File: src/rtl/six_bit_signed_alu.sv
// six_bit_signed_alu: 6-bit two's-complement ALU (MUL / ADD / SUB / DIV) with a
// single registered result stage plus ovf / zero / dz status flags.
// Optional build macro: ALU_SATURATE_EN clamps overflowing results to the
// nearest representable value instead of letting them wrap.
module six_bit_signed_alu #(
    parameter int WIDTH = 6
) (
    input  logic             clk,
    input  logic             rst,
    input  logic             in_valid,
    input  logic [WIDTH-1:0] a,
    input  logic [WIDTH-1:0] b,
    input  logic [1:0]       op,
    output logic [WIDTH-1:0] s,
    output logic             out_valid,
    output logic             ovf,
    output logic             zero,
    output logic             dz
);

    localparam int FULL_W = 2 * WIDTH;

    // Signed range limits of the result, expressed at full internal width.
    localparam logic signed [FULL_W-1:0] MAX_VAL = {{(WIDTH + 1){1'b0}}, {(WIDTH - 1){1'b1}}};
    localparam logic signed [FULL_W-1:0] MIN_VAL = {{(WIDTH + 1){1'b1}}, {(WIDTH - 1){1'b0}}};

    localparam logic [1:0] OP_MUL = 2'd0;
    localparam logic [1:0] OP_ADD = 2'd1;
    localparam logic [1:0] OP_SUB = 2'd2;
    localparam logic [1:0] OP_DIV = 2'd3;

    logic signed [FULL_W-1:0] aExt;
    logic signed [FULL_W-1:0] bExt;
    logic signed [FULL_W-1:0] fullResult;

    logic [WIDTH-1:0] s_d;
    logic             ovf_d;
    logic             zero_d;
    logic             dz_d;

    logic [WIDTH-1:0] s_q;
    logic             valid_q;
    logic             ovf_q;
    logic             zero_q;
    logic             dz_q;

    // Compute the exact result at double width so every op (including the
    // -32 / -1 quotient) can be range-checked against the 6-bit signed window.
    always_comb begin
        aExt       = $signed({{WIDTH{a[WIDTH-1]}}, a});
        bExt       = $signed({{WIDTH{b[WIDTH-1]}}, b});
        fullResult = '0;
        dz_d       = 1'b0;
        case (op)
            OP_MUL: fullResult = aExt * bExt;
            OP_ADD: fullResult = aExt + bExt;
            OP_SUB: fullResult = aExt - bExt;
            OP_DIV: begin
                if (b == '0) begin
                    dz_d = 1'b1;
                end else begin
                    fullResult = aExt / bExt;
                end
            end
            default: fullResult = '0;
        endcase

        ovf_d = (fullResult > MAX_VAL) || (fullResult < MIN_VAL);
        s_d   = fullResult[WIDTH-1:0];
`ifdef ALU_SATURATE_EN
        // An overflowing result is never zero, so its sign bit alone tells
        // which rail to clamp to.
        if (ovf_d) begin
            if (!fullResult[FULL_W-1]) begin
                s_d = {1'b0, {(WIDTH - 1){1'b1}}};
            end else begin
                s_d = {1'b1, {(WIDTH - 1){1'b0}}};
            end
        end
`endif
        zero_d = (s_d == '0);
    end

    // Output stage: capture a new result on in_valid, otherwise hold it and
    // drop out_valid; reset wins over everything.
    always_ff @(posedge clk) begin
        if (rst) begin
            s_q     <= '0;
            valid_q <= 1'b0;
            ovf_q   <= 1'b0;
            zero_q  <= 1'b0;
            dz_q    <= 1'b0;
        end else if (in_valid) begin
            s_q     <= s_d;
            valid_q <= 1'b1;
            ovf_q   <= ovf_d;
            zero_q  <= zero_d;
            dz_q    <= dz_d;
        end else begin
            valid_q <= 1'b0;
        end
    end

    assign s         = s_q;
    assign out_valid = valid_q;
    assign ovf       = ovf_q;
    assign zero      = zero_q;
    assign dz        = dz_q;

endmodule

File: config.mk
export PLATFORM = sky130hd
export DESIGN_NAME = six_bit_signed_alu
export DESIGN_NICKNAME = d
export VERILOG_FILES = /design/src/rtl/six_bit_signed_alu.sv
export SDC_FILE = /design/constraint.sdc
export NUM_CORES = 1
export LEC_CHECK = 0
export CORE_UTILIZATION = 45
export DETAILED_ROUTE_END_ITERATION = 10
export HOLD_SLACK_MARGIN = 0.12
export SKIP_CTS_REPAIR_TIMING = 1
export SLEW_MARGIN = 20
export SYNTH_ARGS = -nofsm -noshare
export SYNTH_HDL_FRONTEND = slang
export SYNTH_SLANG_ARGS = --single-unit
File: constraint.sdc
create_clock -name clk -period 33.6 [get_ports clk]
set_clock_uncertainty 0.05 [all_clocks]
set_input_delay 5.04 -clock clk [delete_from_list [all_inputs] [get_ports clk]]
set_output_delay 5.04 -clock clk [all_outputs]
set_load 0.1 [all_outputs]
After elaboration in Yosys (flattened, before gate mapping)
Index checks and enable logic that the tools add are counted.
{"block": "totals", "ff_bits": 10, "inputBits": 17, "wordCells": 23}
{"block": "op_classes", "addsub": 2, "mul": 1, "div_mod_pow": 1, "magnitude_cmp": 2, "eq_ne": 3, "n_mux": 5, "n_reduce_logical": 4}
{"op": "12-bit case mux with 4 select lines", "n": 1}
{"op": "12-bit by 12-bit divider with 12-bit output", "n": 1}
{"op": "12-bit by 6-bit greater-than comparator with 1-bit output, second input constant", "n": 1}
{"op": "6-bit logical NOT", "n": 2}
{"op": "12-bit by 6-bit < comparator with 1-bit output, second input constant", "n": 1}
{"op": "6-bit by 6-bit multiplier with 12-bit output", "n": 1}
{"op": "12-bit two-way mux", "n": 1}
{"op": "6-bit by 6-bit adder with 7-bit output", "n": 1}
{"op": "6-bit by 6-bit subtractor with 7-bit output", "n": 1}
{"op": "2-bit == test, second input constant", "n": 2}
{"op": "1-bit two-way mux", "n": 3}
{"op": "2-bit by 1-bit == test with 1-bit output, second input constant", "n": 1}
{"op": "2-bit logical NOT", "n": 1}
{"op": "1-bit logical OR", "n": 1}

Logic depth before layout (Yosys ltp)
Gate-level depths: netlist (run 1).
{"block": "depth", "depth_word": 5, "mapped_depth": 96, "mapped_depth_nobuf": 93}

Worst setup path before layout (run 1)
OpenSTA, ideal clock, no wires.
{"block": "synth_path", "kind": "input port to flip-flop", "from": "input port b[0]", "to": "register ovf_q (netlist: ovf)", "setup_ps": 116, "arrival_ps": 23529, "required_ps": 33434, "slack_ps": 9906, "cell_stages": 85, "n_path_buf": 6, "cell_sequence": "inv_1 ha_1 mux2i_1 o211ai_1 nor2_1 ha_1 nor4b_1 nor3_1 and2_1 ha_1 a21boi_0 o21ai_1 or4b_1 nand2_1 ha_1 a21oi_1 a21boi_0 o2111ai_2 (+49 left out) o21bai_1 a21oi_1 nor2b_1 o21a_1 o311ai_0 o41ai_1 ha_1 a211oi_1 o211ai_1 a31oi_1 a21oi_1 nor2_1 a41o_1 o2111ai_1 or4_1 nor3_1 o211ai_1 a31o_1"}
{"block": "synth_between", "elab_chain_cells": 5}
{"item": "from (decl)", "line_no": "12", "source": "input logic [WIDTH-1:0] b,"}
{"item": "12-bit by 12-bit divider with 12-bit output or 6-bit logical NOT (tied branches)", "line_no": "62, 59"}
{"item": "12-bit two-way mux", "line_no": "59", "source": "if (b == '0) begin"}
{"item": "12-bit case mux with 4 select lines (*)", "line_no": "54", "source": "case (op)"}
{"item": "12-bit by 6-bit greater-than comparator with 1-bit output or 12-bit by 6-bit < comparator with 1-bit output (tied branches)", "line_no": "68", "source": "ovf_d = (fullResult > MAX_VAL) || (fullResult < MIN_VAL);"}
{"item": "1-bit logical OR (*)", "line_no": "68"}
{"item": "to (signal assigned)", "line_no": "96", "source": "ovf_q <= ovf_d;"}
{"item": "to (decl)", "line_no": "43", "source": "logic ovf_q;"}
Mark *: on every way between the ends. The rest lies on a longest branch, timed or not.
A chain may end at the register's enable or synchronous reset.

Final worst setup path (run 1)
Ends and elaborated chain as after synthesis.

==> results of run 1 <==
[sequential cells by signal, indices dropped and copies added (netlist names)]
register,flops
dz,1
out_valid,1
ovf,1
s,6
zero,1
[final timing paths]
kind                     startpoint                 to  slack, ns  cells after the start
setup / recovery               b[0]   ovf$_SDFFE_PP0P_       6.48                     82
hold / removal    s[3]$_SDFFE_PP0P_  s[3]$_SDFFE_PP0P_       0.43                      2
setup reg to reg   ovf$_SDFFE_PP0P_   ovf$_SDFFE_PP0P_      32.76                      2
hold reg to reg   s[3]$_SDFFE_PP0P_  s[3]$_SDFFE_PP0P_       0.43                      2
[metrics by stage]
step	hold slack [ns]	setup WS [ns]	instances	util (%)
after floorplan	0.863	9.91	833	-
after global placement	0.425	7.16	1017	50.0
after detailed placement	0.424	6.14	1017	50.0
after CTS	0.433	6.36	1021	50.7
after global routing	0.467	4.83	1021	50.8
final	0.429	6.48	1021	50.8
[synth_stat cells (all sizes together), types with 3 or more instances]
cell type  count
ha           115
nor2          88
a21oi         65
nand2         55
inv           54
o21ai         38
xnor2         36
nor3          31
fa            28
xor2          22
clkbuf        19
mux2          19
o21a          18
a21o          16
nand3         16
nand2b        14
and2          12
a31oi         10
dfxtp         10
o211ai        10
mux2i          9
o31ai          9
a21boi         7
a41oi          7
a211oi         6
nand4          6
nor2b          6
o21bai         6
or2            5
or3            5
a311oi         4
nor4           4
a221oi         3
buf            3
clkinv         3
nor3b          3
o2111ai        3
o31a           3
o41ai          3
[cell type report]
cell class,instances,area (um2)
Clock buffer,4,88.8
Fill cell,1316,6520
Inverter,57,214
Multi-Input combinational cell,744,5710
Sequential cell,10,200
Tap cell,176,220
Timing Repair Buffer,30,290
[logic make-up (layout without fill, tap and decap cells)]
kind of cell,Yosys count,count (layout),share of synthesized area (%)
other cells,2,27,0.123
flops,10,10,3.28
compound gates,230,230,25.2
xor+xnor,58,58,8.31
simple gates,258,258,20.4
buf+inv,79,91,4.95
fa+ha+maj,143,143,32.7
mux,28,28,5.04
[worst reg2reg max path, cell delays in order, from the launching register on]
cell and delay, ns:
dfxtp_1 0.37, nor3b_1 0.24, a31o_1 0.12
[routing by layer]
| metal | GRT usage (%) | wire length, um |
|---|---|---|
| met4 | 5.93 | 329 |
| met2 | 46.5 | 8680 |
| met5 | 0 | 0 |
| met3 | 1.54 | 690 |
| met1 | 32.3 | 7820 |
==> results.ini, run 1 <==
[status]
outcome=complete, no violations

[worst_setup_path]
criticalPathCategory=primary input to flip-flop
critical_path.max_stage_delay_ns=0.63
cp-end-kind=flip-flop
slowest_stage=or4b_1
crit_family=compound AO/OA/AOI/OAI gates
cp.arrival_ns=27.20
worst_setup_path_start_kind=primary input
crit_buf_inv=7
cp_max_fo=15
crit_top_cell=ha_1
required_ns=33.68

[timing]
relSlewSlack_pct=34.5
hold_violations=0
finalCriticalPeriod_ns=27.12
tightest_slew_ns=0.979
setup_viol=0
timing.fmax_mhz=36.9
report.final.slew_viol_count=0
fin_crit_sh_pct=80.7
finalSetupTns_ns=0
rsz0062_at_grt=no

[global_route]
grt_pass1_vias=6081
grt_use_total_pct=25.4
grt_first_pass_wirelength_um=29500
antenna_found_initial=0
grt_max_degree=17
overflow=0

[floorplan]
rows=42
die_h_um=119
start_util_pct=46.2
ios=27
die_w_um=119
die-area_um2=14100
core_um2=13200

[logic_synthesis]
yosysSeqAreaShare_pct=3.28
ys_top_cells_by_area=ha_1 (24%), fa_1 (9.2%), nor2_1 (5.4%)
syn_area_um2=6110
synth_cells=808
synth_edf_count=0
synthFlopType=dfxtp_1
synthArstFlopShare_pct=0
postSynthAreaPerCell_um2=7.56
postSynthRegisterBits=10
ys_warn_count=0
synth_top_area_share_pct=23.5
ys_types=74
yosys.area.top_type=ha_1

[layout]
stdcell_area_um2=6720
drive_above_1_share_pct=4.50
area_growth_pct=10.0
layout_common_cells=ha_1 (115), nor2_1 (88), a21oi_1 (65)
finalNetCount=1006
final_common_cell=ha_1
antenna_cells=0

[clocking]
cts_buffers=3
cts-root-buf=clkbuf_16
htree_levels=1
cts.sinks=10
cts_tree=built
clkSlewWorstSetupHoldPaths_ns=0.04
clk_latency_ns=0.24
cts_buffer_depth=2

[placed_design]
place_area_um2=6630
place.gp.congestion=0.914
placement.io_buffers=26
hpwl_um=14400

[job]
max_cap_viol_count=0

[drt]
drt_iter0_markers=374
post-route-drc-count=0
avgViaCountPerCell=5.94
drt_wl_total_um=17500
num_vias=6060
antenna_left=0
dr.pass1.iters=5
wl_per_cell_um=17.2

[hold_path]
hold_class=flip-flop to flip-flop

Power of run 1 is not shown: default switching activity piles up to over one toggle a cycle in this logic, so the estimate is an artifact.
==> run 2, diff against run 1 <==
==> constraint.sdc (replaced) <==
create_clock -name clk -period 24.3 [get_ports clk]
set_clock_uncertainty 0.05 [all_clocks]
set_input_delay 3.645 -clock clk [delete_from_list [all_inputs] [get_ports clk]]
set_output_delay 3.645 -clock clk [all_outputs]
set_load 0.1 [all_outputs]
==> results.ini, run 2 (synthesis results as in run 1) <==
[layout]
largest_reg_flops=6  ; unchanged
drive_above_1_share_pct=7.23  ; +2.7 points
area_growth_pct=12.3
final_common_cell=ha_1
layout_common_cells=ha_1 (115), nor2_1 (86), a21oi_1 (64)
finalNetCount=1019  ; +1.3%
antenna_cells=0  ; unchanged
n_fill_cell=1323  ; +0.53%

[floorplan]
ios=27  ; unchanged
core_um2=13200  ; unchanged
die_w_um=119  ; unchanged
die_h_um=119  ; unchanged
die-area_um2=14100  ; unchanged
rows=42  ; unchanged
start_util_pct=46.2  ; unchanged

[worst_setup_path]
worst_r2r_path_depth=2  ; unchanged
cp-end-kind=flip-flop
timing.rr.start=ovf$_SDFFE_PP0P_
timing.rr.end=ovf$_SDFFE_PP0P_
crit_top_cell=ha_1
criticalPathCategory=primary input to flip-flop
slowest_stage=or4b_1
required_ns=24.38  ; -9.30 ns
cp.arrival_ns=23.14  ; -4.06 ns
worst_setup_path_start_kind=primary input
timing.reg2reg.setup_slack_ns=23.42  ; -9.34 ns
cp_max_fo=15  ; unchanged
critical_path.max_stage_delay_ns=0.62  ; about the same

[timing]
relSlewSlack_pct=34.3  ; -0.22 points
report.final.slew_viol_count=0  ; unchanged
setup_viol=0  ; unchanged
hold_violations=0  ; unchanged
finalSetupTns_ns=0  ; unchanged
tightest_slew_ns=0.982  ; +0.00325 ns
timing.fmax_mhz=43.4
fin_crit_sh_pct=94.9
finalCriticalPeriod_ns=23.07

[drt]
avgViaCountPerCell=5.86  ; -1.3%
drt_wl_total_um=17600  ; +0.28%
num_vias=6050  ; -0.17%
drt_iter0_markers=272  ; -27%
wl_per_cell_um=17.0  ; -0.89%
post-route-drc-count=0  ; unchanged
dr.pass1.iters=4  ; -1
antenna_left=0  ; unchanged

[hold_path]
hold_class=flip-flop to flip-flop
hold_path_depth=2  ; unchanged
whs_endpoint=zero$_SDFFE_PP0P_
holdCritStartpoint=zero$_SDFFE_PP0P_

[global_route]
grt_pass1_vias=6158  ; +1.3%
overflow=0  ; unchanged
grt_use_total_pct=25.4  ; -0.044 points
grt_first_pass_wirelength_um=29400  ; -0.14%
antenna_found_initial=0  ; unchanged
grt_max_degree=17  ; unchanged

[clocking]
cts.sinks=10  ; unchanged
clkSlewWorstSetupHoldPaths_ns=0.04  ; about the same
cts_buffer_depth=2  ; unchanged
cts_tree=built
cts-root-buf=clkbuf_16
htree_levels=1  ; unchanged
clk_latency_ns=0.24  ; about the same
cts_buffers=3  ; unchanged

[placed_design]
place.gp.congestion=0.929  ; +1.6%
placement.io_buffers=26  ; unchanged
hpwl_um=14400  ; -0.23%

[job]
max_cap_viol_count=0  ; unchanged

[status]
outcome=complete, no violations

run 2: cell count changes in the layout (fill, tap and decap cells not counted), moves of 2 or more:
cell     delta
o31ai_2     +2
buf_4      +13
nor2_1      -2
o31ai_1     -2
o21ai_0     -2
run 2: worst max path at each step:
stage               start          endpoint  slack [ns]  cells after the start
global placement     b[1]  ovf$_SDFFE_PP0P_        0.32                     81
global route         b[0]  ovf$_SDFFE_PP0P_       -0.13                     85
detailed placement   b[1]  ovf$_SDFFE_PP0P_       -0.44                     81
finish               b[0]  ovf$_SDFFE_PP0P_        1.23                     88
floorplan            b[0]  ovf$_SDFFE_PP0P_        2.00                     85
CTS                  b[1]  ovf$_SDFFE_PP0P_       -0.25                     81
run 2: layer usage:
metal,up-vias,GRT usage (%),part of all wire [%]
met4,0,5.70,2.1
met3,26,1.30,3.8
met1,2878,32.1,44
met5,-,0,0
met2,129,46.9,51
li1,3017,-,-
run 2: area by class of cell:
type | count | area [um2] | share of cell area (%)
Sequential cell | 10 | 200 | 2.92
Tap cell | 176 | 220 | 3.21
Clock buffer | 3 | 75.1 | 1.09
Multi-Input combinational cell | 744 | 5770 | 84.1
Inverter | 57 | 214 | 3.12
Timing Repair Buffer | 43 | 383 | 5.58
run 2: through the flow:
stage	util (%)	area [um2]	setup WS [ns]	hold WS (ns)	cells
after floorplan	-	6210	2.00	0.863	833
after global placement	50.4	6670	0.322	0.417	1023
after detailed placement	50.4	6670	-0.445	0.414	1023
after CTS	51.0	6750	-0.253	0.422	1026
after global routing	51.8	6870	-0.127	0.449	1033
final	51.8	6870	1.23	0.418	1033
run 2: critical path: cells and delay by family:
kind	cells	cell delay (ns)
AOI/OAI and AO/OA	42	9.22
xor gates and xnor gates	1	0.18
adders and majority gates	13	3.72
buffers and inverters	8	1.52
muxes	3	1.09
and+or+nand+nor	21	3.73
Power of run 2 is left out for the same reason.
